### src/rtl/mem_pkg.sv
// Shared CPU defines: exe and mem op codes, the mem-stage
// FSM state encoding and the default memory-access timeout.
package mem_pkg;

    localparam logic [3:0] EXE_ADD = 4'h0;
    localparam logic [3:0] EXE_SUB = 4'h1;
    localparam logic [3:0] EXE_AND = 4'h2;
    localparam logic [3:0] EXE_OR  = 4'h3;
    localparam logic [3:0] EXE_XOR = 4'h4;
    localparam logic [3:0] EXE_SLL = 4'h5;
    localparam logic [3:0] EXE_SRL = 4'h6;

    localparam logic [2:0] MEM_PASS = 3'b000;
    localparam logic [2:0] MEM_LW   = 3'b001;
    localparam logic [2:0] MEM_SW   = 3'b010;

    typedef enum logic {
        ST_IDLE = 1'b0,
        ST_BUSY = 1'b1
    } mem_state_e;

    localparam int MEM_TIMEOUT = 15;

    function automatic logic is_mem_op(input logic [2:0] op);
        return (op == MEM_LW) || (op == MEM_SW);
    endfunction

endpackage

### src/rtl/mem.sv
// Memory stage: passes ALU results to writeback and runs a
// single outstanding LW/SW against the RAM with an ack timeout.
module mem
    import mem_pkg::*;
#(
    parameter int TIMEOUT = MEM_TIMEOUT
) (
    input  logic        clk,
    input  logic        rst,
    input  logic [2:0]  aluop_i,
    input  logic        we_i,
    input  logic [3:0]  waddr_i,
    input  logic [15:0] wdata_i,
    input  logic [15:0] sdata_i,
    output logic        stallreq,
    output logic        we_o,
    output logic [3:0]  waddr_o,
    output logic [15:0] wdata_o,
    output logic        err_o,
    output logic        ram_req,
    output logic        ram_we,
    output logic [15:0] ram_addr,
    output logic [15:0] ram_wdata,
    input  logic        ram_ack,
    input  logic [15:0] ram_rdata
);

    localparam logic [3:0] TMO = 4'(TIMEOUT);

    mem_state_e  r_state;
    mem_state_e  w_state_nx;
    logic [3:0]  r_cnt;
    logic [3:0]  w_cnt_nx;
    logic        r_we;
    logic        w_we_nx;
    logic [3:0]  r_waddr;
    logic [3:0]  w_waddr_nx;
    logic        w_we_o;
    logic [3:0]  w_waddr_o;
    logic [15:0] w_wdata_o;
    logic        w_err;
    logic        w_req;
    logic        w_ram_we;
    logic [15:0] w_ram_addr;
    logic [15:0] w_ram_wdata;

    always_comb begin
        w_state_nx  = r_state;
        w_cnt_nx    = r_cnt;
        w_we_nx     = r_we;
        w_waddr_nx  = r_waddr;
        w_we_o      = 1'b0;
        w_waddr_o   = waddr_o;
        w_wdata_o   = wdata_o;
        w_err       = 1'b0;
        w_req       = ram_req;
        w_ram_we    = ram_we;
        w_ram_addr  = ram_addr;
        w_ram_wdata = ram_wdata;
        stallreq    = 1'b0;

        unique case (r_state)
            ST_IDLE: begin
                if (is_mem_op(aluop_i)) begin
                    stallreq    = 1'b1;
                    w_req       = 1'b1;
                    w_ram_we    = (aluop_i == MEM_SW);
                    w_ram_addr  = wdata_i;
                    w_ram_wdata = sdata_i;
                    w_we_nx     = we_i;
                    w_waddr_nx  = waddr_i;
                    w_cnt_nx    = '0;
                    w_state_nx  = ST_BUSY;
                end else begin
                    w_we_o    = we_i;
                    w_waddr_o = waddr_i;
                    w_wdata_o = wdata_i;
                end
            end
            ST_BUSY: begin
                // An ack on the timeout cycle still completes the access
                if (ram_ack) begin
                    w_req      = 1'b0;
                    w_cnt_nx   = '0;
                    w_state_nx = ST_IDLE;
                    if (!ram_we) begin
                        w_we_o    = r_we;
                        w_waddr_o = r_waddr;
                        w_wdata_o = ram_rdata;
                    end
                end else if (r_cnt == TMO) begin
                    w_req      = 1'b0;
                    w_err      = 1'b1;
                    w_cnt_nx   = '0;
                    w_state_nx = ST_IDLE;
                end else begin
                    stallreq = 1'b1;
                    w_cnt_nx = r_cnt + 4'd1;
                end
            end
            default: w_state_nx = ST_IDLE;
        endcase

        if (rst) begin
            stallreq = 1'b0;
        end
    end

    always_ff @(posedge clk) begin
        if (rst) begin
            r_state   <= ST_IDLE;
            r_cnt     <= '0;
            r_we      <= 1'b0;
            r_waddr   <= '0;
            we_o      <= 1'b0;
            waddr_o   <= '0;
            wdata_o   <= '0;
            err_o     <= 1'b0;
            ram_req   <= 1'b0;
            ram_we    <= 1'b0;
            ram_addr  <= '0;
            ram_wdata <= '0;
        end else begin
            r_state   <= w_state_nx;
            r_cnt     <= w_cnt_nx;
            r_we      <= w_we_nx;
            r_waddr   <= w_waddr_nx;
            we_o      <= w_we_o;
            waddr_o   <= w_waddr_o;
            wdata_o   <= w_wdata_o;
            err_o     <= w_err;
            ram_req   <= w_req;
            ram_we    <= w_ram_we;
            ram_addr  <= w_ram_addr;
            ram_wdata <= w_ram_wdata;
        end
    end

endmodule

### config.mk
export PLATFORM = sky130hd
export DESIGN_NAME = mem
export DESIGN_NICKNAME = d
export VERILOG_FILES = /design/src/rtl/mem_pkg.sv /design/src/rtl/mem.sv
export SDC_FILE = /design/constraint.sdc
export NUM_CORES = 1
export LEC_CHECK = 0
export CORE_MARGIN = 3
export CORE_UTILIZATION = 40
export CTS_BUF_LIST = sky130_fd_sc_hd__clkbuf_4 sky130_fd_sc_hd__clkbuf_8
export DETAILED_ROUTE_END_ITERATION = 12
export GPL_ROUTABILITY_DRIVEN = 0
export PLACE_DENSITY_LB_ADDON = 0.12
export SYNTH_ARGS = -nofsm -noshare
export SYNTH_HDL_FRONTEND = slang
export SYNTH_SLANG_ARGS = --single-unit
### constraint.sdc
create_clock -name clk -period 1.32 [get_ports clk]
set_input_delay 0.264 -clock clk [delete_from_list [all_inputs] [get_ports clk]]
set_output_delay 0.264 -clock clk [all_outputs]
set_load 0.005 [all_outputs]
==> flow_metrics.tcl, run 1 <==
set metrics [dict create \
    outcome "finished with violations" \
    violations "setup timing" \
    regArea_mm2 0.00136 \
    antenna_found_initial 0 \
    critPathBufInv 2 \
    vias 3650 \
    antenna_cells 0 \
    finalSetupViolCount 62 \
    worst_r2r_startpoint "r_state" \
    worstHoldPathCells 2 \
    post-route-period-util_pct 120 \
    rows 30 \
    hp-class "in2reg" \
    yosysUniqueCellTypes 35 \
    wirelength_mm 14.2 \
    path_cells "buf_6, nor2_4, nand2_2, a21oi_2, buf_2" \
    core_mm2 0.00687 \
    min_to "r_state" \
    layout_common_cells "dlygate4sd2_1 (56), clkdlybuf4s50_1 (54), nand3_1 (38)" \
    r2r_slack_ns -0.23 \
    dpl.hpwl_mm 6.30 \
    die_h_um 90.6 \
    cp.arrival_ns 1.32 \
    max_stage_delay_ns 0.33 \
    fin_nets 543 \
    criticalPathCategory "reg2out" \
    drtIter0Drc 260 \
    syn_inst 317 \
    synth_fa_ha_area_share_pct 0.437 \
    synth.net_count 377 \
    grt_pass1_wl_mm 17.8 \
    crit_path_top_delay_cell "dfxtp_2" \
    synth_compound_area_share_pct 29.0 \
    mostFrequentLayoutCell "dlygate4sd2_1" \
    yosysWarnings 0 \
    whs_ns 0.0909 \
    clkSinkCount 66 \
    port-buffer-count 115 \
    io_pins 116 \
    syn_area_per_cell_um2 9.03 \
    skew_ns 0.00946 \
    muxShareOfSynthArea_pct 6.99 \
    yosys.area_share.simple_pct 10.2 \
    worstMarginPinSlew_ns 0.440 \
    async_flop_share_pct 0 \
    drv_cap 0 \
    hold_start "rst" \
    cp-end-kind "output pin" \
    clkTransAtPathRegs_ns 0.07 \
    rsz0062_at_grt "true" \
    wl_per_cell_um 24.3 \
    clock.fmax_mhz 633 \
    total_leakage_power_nw 2.27 \
    clk_latency_ns 0.36 \
    hold_viol_final 0 \
    grt_usage_pct 27.3 \
    synth-edff-count 0 \
    fin_tns_setup_ns -8.39 \
    initial_utilization_pct 41.7 \
    drt-pass1-iter-count 5 \
    areaGrowthSynthToFinish_pct 107 \
    slew_headroom_pct 70.6 \
    synth_ff_type "dfxtp_1" \
    nFillCells 293 \
    fin_ws_ns -0.260 \
    powerDensity_mw_per_mm2 1010 \
    viasPerCell 6.26 \
    die-width_um 90.6 \
    clock_path_buffers 2 \
    dieArea_mm2 0.00821 \
    grt_max_degree 46 \
    critPathRequiredTime_ns 1.06 \
    ir_drop_v 0.00110 \
    ys_seq_elements 66 \
    drc 0 \
    cp-start-kind "flop" \
    final_layout_size_suffix_gt1_share_pct 48.7 \
    synth_area_mm2 0.00286 \
    critical_path.max_fanout 6 \
    reg2reg_to "wdata_o[8]" \
    synth_top_family_by_area "compound AO/OA/AOI/OAI gates" \
    fin_crit_ns 1.58 \
    yosysSeqAreaShare_pct 46.2 \
    first_global_vias 3321 \
    overflow 0 \
    final_antenna_net_count 0 \
    htreeDepth 3 \
    cpLargestDelayFamily "flip-flops" \
    clock-root-buffer "clkbuf_8" \
    synthXorXnorAreaFrac_pct 0.874 \
    r2r_cells 5 \
    cts_made_buffers 9 \
    multiInputGateArea_mm2 0.00221 \
    slew_violations 0 \
    cts_tree "built" \
]
Yosys cell counts, types with 2 or more instances:
master     instances  share of area, %
dfxtp_1           66                46
a21oi_1           43               7.5
nand3_1           41               7.2
o21ai_0           38               6.6
clkbuf_1          21               2.8
mux2i_1           20               7.0
a211oi_1          19               5.0
a2111oi_0         18               5.5
buf_2             12               2.1
inv_1              4              0.52
nand2_1            3              0.39
o21ai_1            3              0.52
a2111oi_2          2               1.0
a211oi_2           2              0.87
buf_6              2              0.79
nor2b_1            2              0.44
nor3_1             2              0.35
o211ai_1           2              0.52
registers in the layout, indices dropped and copies added, names as in the netlist:
register	count
waddr_o	4
ram_req	1
r_we	1
r_state	1
we_o	1
r_waddr	4
ram_wdata	16
r_cnt	4
ram_addr	16
ram_we	1
err_o	1
wdata_o	16
routing by layer:
layer	GRT usage (%)	vias up	routed length, um	part of all wire [%]
met3	9.25	61	1330	9.4
li1	-	1542	-	-
met2	45.8	247	7040	50
met5	0	-	0	0
met4	7.91	0	595	4.2
met1	33.1	1800	5190	37
through the flow:
stage                     util, %  power (mW)  setup WS [ns]  cells  instance area [um^2]
after floorplan                 -        2.76       -0.00552    317                  2890
after global placement       62.9        3.41         -0.826    532                  4320
after detailed placement     62.9        3.43         -0.805    532                  4320
after CTS                    77.9        5.56         -0.206    571                  5350
after global routing         86.5        6.20         -0.289    583                  5940
final                        86.5        6.02         -0.260    583                  5940
what timing repair did:
| action | in CTS | in global routing |
|---|---|---|
| hold buffers | 0 | 0 |
| cloned | 5 | 5 |
| pin swaps | 35 | 27 |
| setup buffers | 19 | 9 |
| gates resized for setup | 258 | 76 |
| endpoints found under the hold margin | 0 | 0 |
| endpoints found under the setup margin | 120 | 66 |
power by group:
| part | total (mW) | switching [mW] | internal [mW] |
|---|---|---|---|
| Combinational | 2.01 | 0.964 | 1.04 |
| Sequential | 2.29 | 0.136 | 2.16 |
| Clock | 1.72 | 0.768 | 0.950 |
| Total | 6.02 | 1.87 | 4.15 |
how the worst max path moves through the flow:
| stage | to | cells past startpoint | slack, ns | startpoint |
|---|---|---|---|---|
| CTS | stallreq | 5 | -0.21 | r_cnt[1] |
| detailed placement | stallreq | 6 | -0.80 | aluop_i[0] |
| floorplan | stallreq | 6 | -0.006 | r_state |
| global route | stallreq | 5 | -0.29 | r_state |
| global placement | stallreq | 6 | -0.83 | aluop_i[0] |
| finish | stallreq | 5 | -0.26 | r_state |
area by class of cell:
cell class,count,share of cell area (%)
inverter,4,0.253
timing repair buffer,191,34.5
clock inverter,3,0.674
clock buffer,12,2.57
sequential,66,22.9
tap,96,2.02
multi-input combinational,211,37.1
cell families after synthesis:
family,after synthesis
buffers and inverters,40
adder cells (fa/ha/maj),1
XOR/XNOR,2
flip-flops,66
AND/OR/NAND/NOR,56
AO/OA/AOI/OAI,132
multiplexers,20
Power figures use the tool's default switching activity.
==> run 2, diff against run 1 <==
--- a/config.mk
+++ b/config.mk
@@ -9,6 +9,7 @@
 export CORE_UTILIZATION = 40
 export CTS_BUF_LIST = sky130_fd_sc_hd__clkbuf_4 sky130_fd_sc_hd__clkbuf_8
 export DETAILED_ROUTE_END_ITERATION = 12
+export DONT_BUFFER_PORTS = 1
 export GPL_ROUTABILITY_DRIVEN = 0
 export PLACE_DENSITY_LB_ADDON = 0.12
 export SYNTH_ARGS = -nofsm -noshare
==> run 2 against run 1 <==
  * The flow finishes with violations (hold timing, setup timing)
  * Cell count is 25% lower
  * Via count fell by 29%
  * Clock power is 10% higher
==> flow_metrics.tcl, run 2 (synthesis gave the netlist of run 1 again) <==
set metrics [dict create \
    post-route-period-util_pct 115 \
    initial_utilization_pct 41.7 \
    grt_pass1_wl_mm 13.3 \
    violations "hold timing, setup timing" \
    hp-class "in2reg" \
    vias 2606 \
    cp-end-kind "flop" \
    clock-root-buffer "clkbuf_8" \
    drc 0 \
    rows 30 \
    dpl.hpwl_mm 5.74 \
    grt_usage_pct 20.4 \
    hold_viol_final 12 \
    io_pins 116 \
    critPathRequiredTime_ns 1.57 \
    final_layout_size_suffix_gt1_share_pct 36.0 \
    worstMarginPinSlew_ns 0.379 \
    first_global_vias 2431 \
    fin_nets 399 \
    fin_crit_ns 1.52 \
    outcome "finished with violations" \
    clk_latency_ns 0.35 \
    mostFrequentLayoutCell "dfxtp_1" \
    criticalPathCategory "reg2reg" \
    cp-start-kind "flop" \
    slew_headroom_pct 74.0 \
    ir_drop_v 0.000587 \
    cts_made_buffers 9 \
    overflow 0 \
    antenna_found_initial 0 \
    rsz0062_at_grt "true" \
    layout_common_cells "dfxtp_1 (63), a21oi_1 (42), nand3_1 (40)" \
    fin_ws_ns -0.198 \
    slew_violations 0 \
    top_regs "ram_addr x16, ram_wdata x16, wdata_o x16" \
    wirelength_mm 9.25 \
    grt_max_degree 69 \
    clock_path_buffers 2 \
    core_mm2 0.00687 \
    die_h_um 90.6 \
    drt-pass1-iter-count 4 \
    clock.fmax_mhz 659 \
    powerDensity_mw_per_mm2 1280 \
    finalSetupViolCount 22 \
    drtIter0Drc 126 \
    wl_per_cell_um 21.0 \
    final_antenna_net_count 0 \
    fin_tns_setup_ns -2.62 \
    viasPerCell 5.92 \
    cts_tree "built" \
    die-width_um 90.6 \
    whs_ns -0.0323 \
    antenna_cells 0 \
    total_leakage_power_nw 1.31 \
    critical_path.max_fanout 6 \
    port-buffer-count 0 \
    dieArea_mm2 0.00821 \
    drv_cap 0 \
    clkSinkCount 66 \
    htreeDepth 3 \
    cp.arrival_ns 1.76 \
    areaGrowthSynthToFinish_pct 42.8 \
    clkTransAtPathRegs_ns 0.08 \
    skew_ns 0.00861 \
]
[run 2: cell count changes in the layout (fill, tap and decap cells not counted), sizes merged]
| cell | delta |
|---|---|
| clkinv | +1 |
| clkbuf | -7 |
| bufinv | +1 |
| clkdlybuf4s50 | -54 |
| clkinvlp | +3 |
| dlygate4sd2 | -56 |
| buf | -30 |
| inv | -1 |
[run 2: final timing paths]
kind                               from    endpoint  slack [ns]  cells after the start
worst max-delay path            r_state  wdata_o[1]       -0.20                      5
worst min-delay path                rst    r_cnt[2]       -0.03                      1
worst max register to register  r_state  wdata_o[1]       -0.20                      5
worst min register to register     r_we        we_o        0.45                      2
[run 2: report_power, final]
| group | switching [mW] | internal (mW) | leakage [nW] |
|---|---|---|---|
| logic | 0.536 | 0.511 | 0.658 |
| registers | 0.153 | 2.14 | 0.544 |
| clock network | 0.846 | 1.06 | 0.105 |
| total | 1.53 | 3.71 | 1.31 |
[run 2: through the flow]
step | std cells | power (mW) | area (um^2) | setup WS [ns] | util (%)
final | 440 | 5.24 | 4090 | -0.198 | 59.5
after global routing | 440 | 5.46 | 4090 | -0.237 | 59.5
after CTS | 435 | 4.97 | 3610 | -0.144 | 52.6
after detailed placement | 410 | 2.95 | 3120 | -0.0641 | 45.5
after global placement | 410 | 2.94 | 3120 | -0.0535 | 45.5
after floorplan | 317 | 2.76 | 2890 | -0.00552 | -
[run 2: final cells by class]
class                      instances  area, um^2
fill                             595        2780
multi-input combinational        211        1920
sequential                        66        1330
timing repair buffer              47         482
clock buffer                       9         124
tap                               96         120
clock inverter                     7        93.8
inverter                           4        18.8
[run 2: worst max-delay path, stage by stage (launching register included)]
cell	delay (ns)
dfxtp_2	0.34
buf_4	0.15
and3b_2	0.23
a211o_4	0.31
buf_8	0.15
a211oi_1	0.24
[run 2: repair_timing]
action	4_1_cts	5_1_grt
endpoints found under the setup margin	45	61
setup buffers	9	4
resized for setup	51	84
pin swaps	5	14
hold endpoints to repair	64	64
cloned	0	3
[run 2: per-layer routing]
layer | vias to the layer above | global-route usage (%) | wire length, um
li1 | 1240 | - | -
met1 | 1261 | 27.2 | 4080
met2 | 93 | 28.4 | 4250
met3 | 12 | 10.0 | 795
met4 | 0 | 7.02 | 127
met5 | - | 0 | 0
